`src/rtl/uart_tx_arbiter.sv`:
```
// Round-robin arbiter that shares one UART transmitter among N_REQ byte requesters.
// Each transfer runs grant -> one-cycle write strobe -> busy rise -> busy fall -> ack.
module uart_tx_arbiter #(
   parameter int N_REQ        = 4,
   parameter int ID_W         = 2,
   parameter int DATA_W       = 8,
   parameter int BUSY_TIMEOUT = 16
) (
   input  logic                      clk,
   input  logic                      reset,
   input  logic [N_REQ-1:0]          req,
   input  logic [N_REQ*DATA_W-1:0]   req_data,
   output logic [N_REQ-1:0]          ack,
   output logic [ID_W-1:0]           grant_id,
   output logic                      busy,
   output logic                      timeout_err,
   output logic [DATA_W-1:0]         Tx_DATA,
   output logic                      Tx_WR,
   input  logic                      Tx_BUSY
);

   localparam int CNT_W = $clog2(BUSY_TIMEOUT + 1);

   typedef enum logic [2:0] {
      S_IDLE,
      S_WRITE,
      S_WAIT_BUSY,
      S_WAIT_DONE,
      S_DONE
   } state_t;

   state_t              state_q;
   logic [ID_W-1:0]     rr_ptr_q;
   logic [ID_W-1:0]     grant_id_q;
   logic [CNT_W-1:0]    cnt_q;
   logic [CNT_W-1:0]    cnt_d;
   logic [DATA_W-1:0]   tx_data_q;
   logic                tx_wr_q;
   logic [N_REQ-1:0]    ack_q;
   logic                busy_q;
   logic                timeout_err_q;

   logic [N_REQ-1:0]    req_rot;
   logic                pick_vld;
   logic [ID_W:0]       pick_sum;
   logic [ID_W:0]       pick_wrap;
   logic [ID_W-1:0]     pick_id;
   logic [DATA_W-1:0]   pick_data;
   logic [ID_W-1:0]     next_ptr_d;

   // Rotate so bit 0 is the requester at rr_ptr; the lowest set bit wins.
   assign req_rot = N_REQ'({req, req} >> rr_ptr_q);

   always_comb begin
      pick_vld = 1'b0;
      pick_sum = '0;
      for (int k = N_REQ - 1; k >= 0; k--) begin
         if (req_rot[k]) begin
            pick_vld = 1'b1;
            pick_sum = {1'b0, rr_ptr_q} + (ID_W+1)'(k);
         end
      end
      pick_wrap = pick_sum - (ID_W+1)'(N_REQ);
      pick_id   = (pick_sum >= (ID_W+1)'(N_REQ)) ? pick_wrap[ID_W-1:0] : pick_sum[ID_W-1:0];
   end

   always_comb begin
      pick_data = '0;
      for (int i = 0; i < N_REQ; i++) begin
         if (pick_id == ID_W'(i)) begin
            pick_data = req_data[i*DATA_W +: DATA_W];
         end
      end
   end

   always_comb begin
      next_ptr_d = (grant_id_q == ID_W'(N_REQ - 1)) ? '0 : grant_id_q + 1'b1;
      cnt_d      = cnt_q + 1'b1;
   end

   always_ff @(posedge clk or negedge reset) begin
      if (!reset) begin
         state_q       <= S_IDLE;
         rr_ptr_q      <= '0;
         grant_id_q    <= '0;
         cnt_q         <= '0;
         tx_data_q     <= '0;
         tx_wr_q       <= 1'b0;
         ack_q         <= '0;
         busy_q        <= 1'b0;
         timeout_err_q <= 1'b0;
      end else begin
         tx_wr_q       <= 1'b0;
         ack_q         <= '0;
         timeout_err_q <= 1'b0;
         case (state_q)
            S_IDLE: begin
               // A uart that is already busy blocks any new grant.
               if (!Tx_BUSY && pick_vld) begin
                  grant_id_q <= pick_id;
                  tx_data_q  <= pick_data;
                  tx_wr_q    <= 1'b1;
                  busy_q     <= 1'b1;
                  state_q    <= S_WRITE;
               end
            end
            S_WRITE: begin
               cnt_q   <= '0;
               state_q <= S_WAIT_BUSY;
            end
            S_WAIT_BUSY: begin
               // Busy arriving on the limit cycle still counts as success.
               if (Tx_BUSY) begin
                  state_q <= S_WAIT_DONE;
               end else begin
                  cnt_q <= cnt_d;
                  if (cnt_d == CNT_W'(BUSY_TIMEOUT - 1)) begin
                     timeout_err_q <= 1'b1;
                     rr_ptr_q      <= next_ptr_d;
                     busy_q        <= 1'b0;
                     state_q       <= S_IDLE;
                  end
               end
            end
            S_WAIT_DONE: begin
               if (!Tx_BUSY) begin
                  ack_q   <= N_REQ'(1) << grant_id_q;
                  state_q <= S_DONE;
               end
            end
            S_DONE: begin
               rr_ptr_q <= next_ptr_d;
               busy_q   <= 1'b0;
               state_q  <= S_IDLE;
            end
            default: begin
               busy_q  <= 1'b0;
               state_q <= S_IDLE;
            end
         endcase
      end
   end

   assign ack         = ack_q;
   assign grant_id    = grant_id_q;
   assign busy        = busy_q;
   assign timeout_err = timeout_err_q;
   assign Tx_DATA     = tx_data_q;
   assign Tx_WR       = tx_wr_q;

endmodule

```
`config.mk`:
```
export PLATFORM = sky130hd
export DESIGN_NAME = uart_tx_arbiter
export DESIGN_NICKNAME = d
export VERILOG_FILES = /design/src/rtl/uart_tx_arbiter.sv
export SDC_FILE = /design/constraint.sdc
export NUM_CORES = 1
export LEC_CHECK = 0
export BUFFER_PORTS_ARGS = -buffer_cell sky130_fd_sc_hd__buf_2
export CAP_MARGIN = 10
export CORE_UTILIZATION = 28
export DETAILED_ROUTE_END_ITERATION = 10
export GPL_TIMING_DRIVEN = 0
export SYNTH_ARGS = -nofsm -noshare
export SYNTH_HDL_FRONTEND = slang
export SYNTH_SLANG_ARGS = --single-unit
```
`constraint.sdc`:
```
create_clock -name clk -period 5.2 [get_ports clk]
set_clock_uncertainty 0.05 [all_clocks]
set_input_delay 1.04 -clock clk [delete_from_list [all_inputs] [get_ports clk]]
set_output_delay 1.04 -clock clk [all_outputs]
set_load 0.02 [all_outputs]
```
==> metrics.md <==
| Metric | Value |
|---|---|
| Status | finished clean |
| Cell Count Post-Placement | 296 |
| Final-report setup violation count | 0 |
| Largest net degree at the start of global routing | 28 |
| Clock slew at reported path FFs | 0.10 ns |
| Crit Path Max Fanout | 10 |
| Htree depth | 1 |
| Post-Syn Area per Cell | 9.33 µm² |
| Clk Tree Root Cell | clkbuf_8 |
| Met1 Usage GRT | 16.3% |
| GRT Overall Usage | 13.4% |
| Mux contribution to synthesized area | 3.31% |
| Non-Filler Instances | 300 |
| Hold Path Cell Cnt | 1 |
| WL/cell | 12.7 µm |
| Nets | 274 |
| Post_cts resized | 0 |
| Setup tns final | 0 ns |
| Die W | 77.2 µm |
| HPWL Detailed | 2820 µm |
| Synth area leaders | dfrtp_1, nand2_1, ha_1 |
| Post-CTS setup buffer count | 0 |
| Tmin final | 2.51 ns |
| Max clock buf depth | 2 |
| Worst EP required | 5.33 ns |
| Largest family of logic cells by synthesized area | compound AO/OA/AOI/OAI gates |
| Total number of yosys warnings | 0 |
| Switching power | 405 µW |
| Synth cell count leaders | dfrtp_1, nand2_1, nor2_1, a21oi_1 |
| Post-synthesis compound-gate area fraction | 24.8% |
| Simple-gate share of the synthesized area | 17.7% |
| Num rows | 27 |
| Layout fillers | 594 |
| TritonRoute pass-1 iters | 4 |
| Flop pwr share | 36.7% |
| Post-layout util | 36.4% |
| Total of max-cap violations | 0 |
| Starting Density | 29.0% |
| Initial antenna violation count | 0 |
| M3 GR Usage | 3.33% |
| Die area | 0.00597 mm² |
| Final WL | 3820 µm |
| Synth Cell Area | 0.00159 mm² |
| Die height | 77.2 µm |
| Number of synthesized flops with an enable pin | 0 |
| Register area share after synthesis | 42.6% |
| Min-Delay Endpoint | rr_ptr_q[0]$_DFFE_PN0P_ |
| GP Congestion | 0.760 |
| R2R Path End | Tx_DATA[7]$_DFFE_PN0P_ |
| Global-route wire length before repair | 6400 µm |
| Total Power | 916 µW |
| CP Launch Type | primary input |
| Fmax | 0.398 GHz |
| Hold Startpoint | rr_ptr_q[0]$_DFFE_PN0P_ |
| Antenna Nets Post-Route | 0 |
| Syn Inst Count | 170 |
| Hold Crit Class | reg2reg |
| CTS tree | yes |
| I/O pin cnt | 56 |
| Via density | 4.80 |
| I/O Buffers | 54 |
| RSZ-0062 raised after global routing | false |
| Post-synthesis adder-cell area fraction | 4.74% |
| Cell with the most instances after synthesis | dfrtp_1 |
| Crit Path Category | in2reg |
| Leak Pwr | 0.905 nW |
| Yosys top cell area share | 42.6% |
| Syn_nets | 215 |
| Setup crit end kind | register |
| Max_slew headroom | 44.1% |
| Worst reg2reg path depth | 7 |
| Number of global-route vias before repair | 1407 |
| Hold slack | 0.481 ns |
| Met2 GRT Util | 23.7% |
| DR vias | 1440 |
| Worst r2r src | rr_ptr_q[1]$_DFFE_PN0P_ |
| Worst Max-Slew Pin Slew | 0.838 ns |
| Ys flop type | dfrtp_1 |
| XOR/XNOR Fraction of Synth Area | 1.10% |
| Async set-or-reset flop fraction in the synthesized netlist | 100% |
| Hold-fix buffer count after cts | 0 |
| Final Max Tran Viols | 0 |
| N_diodes | 0 |
| Area leader, netlist | dfrtp_1 |
| Worst-Skew Late Latency | 0.27 ns |
| Pint | 511 µW |
| Sw frac | 44.2% |
| Synthesis-to-layout area growth | 25.7% |
| Comb pwr share | 50.2% |
| Overflow after GRT | 0 |
| Tcrit/Tclk final | 48.3% |
| FF-to-FF setup slack | 3.10 ns |
| Register bit total from synthesis | 27 |
| Num CTS Buffers | 3 |
| Iteration-0 DRC Markers | 45 |
| Clk pwr share | 13.2% |
| Final hold violation count | 0 |
| Worst EP arrival | 2.64 ns |
| CTS sink count | 27 |
| Layout cells sized above 1 | 29.4% |
| Core Region | 0.00547 mm² |
| PwrDens | 460 mW/mm² |
| Total DRC errors in the routed layout | 0 |
| Max IR drop VDD | 0.174 mV |
| GR peak layer | met2 |
| Distinct cell type count of the synthesized netlist | 41 |
==> state kept, by name (all words and copies together) (netlist names) <==
signal and cells:
grant_id 2, cnt_q 5, timeout_err 1, Tx_DATA 8, Tx_WR 1, rr_ptr_q 2, busy 1, state_q 3
ack 4
==> placed cells by master (no fill, tap or decap), types with 2 or more instances in the layout <==
master,n
a2111oi_0,7
a21boi_0,8
a21oi_1,9
a311oi_1,7
and2_1,5
buf_2,55
buf_6,3
clkbuf_1,8
clkbuf_8,3
dfrtp_1,27
ha_1,6
inv_1,5
mux2_1,2
mux2i_1,3
nand2_1,23
nand3_1,2
nor2_1,15
nor3_1,3
nor4_1,4
o21ai_0,8
o21ai_1,2
xnor2_1,2
==> kinds of logic (layout without fill, tap and decap cells) <==
kind of cell | after synthesis | after routing
simple gates | 60 | 60
fa+ha+maj | 6 | 6
xor+xnor | 2 | 2
mux | 5 | 5
flops | 27 | 27
buf+inv | 18 | 76
compound gates | 52 | 52
==> critical path, cell delays in order <==
cell and delay, ns:
buf_2 0.12, nor4_1 0.41, nor3_1 0.11, nand2_1 0.12
clkbuf_1 0.41, a2111oi_0 0.19, a311oi_1 0.24
==> power by group through the flow <==
stage | clock network [mW] | registers, mW | logic, mW
after floorplan | 0 | 0.390 | 0.271
after global placement | 0 | 0.342 | 0.460
after detailed placement | 0 | 0.340 | 0.465
after CTS | 0.126 | 0.337 | 0.466
after global routing | 0.133 | 0.349 | 0.514
final | 0.121 | 0.336 | 0.460
==> how the worst max path moves through the flow <==
stage,start,endpoint,slack [ns]
finish,req[3],Tx_DATA[7]$_DFFE_PN0P_,2.69
detailed placement,req[3],Tx_DATA[7]$_DFFE_PN0P_,2.38
floorplan,req[2],Tx_DATA[2]$_DFFE_PN0P_,2.84
global route,Tx_BUSY,Tx_DATA[7]$_DFFE_PN0P_,2.47
global placement,req[3],Tx_DATA[7]$_DFFE_PN0P_,2.37
CTS,req[3],Tx_DATA[7]$_DFFE_PN0P_,2.65
==> area by class of cell <==
| cell class | count | area (µm²) | area share (%) |
|---|---|---|---|
| plain buffers | 12 | 68.8 | 3.45 |
| well taps | 72 | 90.1 | 4.52 |
| multi-input cells | 125 | 818 | 41.1 |
| inverters | 6 | 22.5 | 1.13 |
| clock inverters | 1 | 5.00 | 0.251 |
| repair buffers | 54 | 270 | 13.6 |
| flip-flops and latches | 27 | 676 | 33.9 |
| clock buffers | 3 | 41.3 | 2.07 |
==> metal layers <==
metal / part of all wire [%] / wire length (µm)
met5: 0 / 0
met2: 47 / 1800
met1: 47 / 1790
met4: 0.60 / 23
met3: 5.3 / 201
==> metrics by stage <==
step / area (µm²) / setup WS, ns
4_1_cts: 1990 / 2.65
3_5_place_dp: 1950 / 2.38
5_1_grt: 1990 / 2.47
2_1_floorplan: 1590 / 2.84
6_report: 1990 / 2.69
3_3_place_gp: 1950 / 2.37
(Power assumes the default switching activity.)
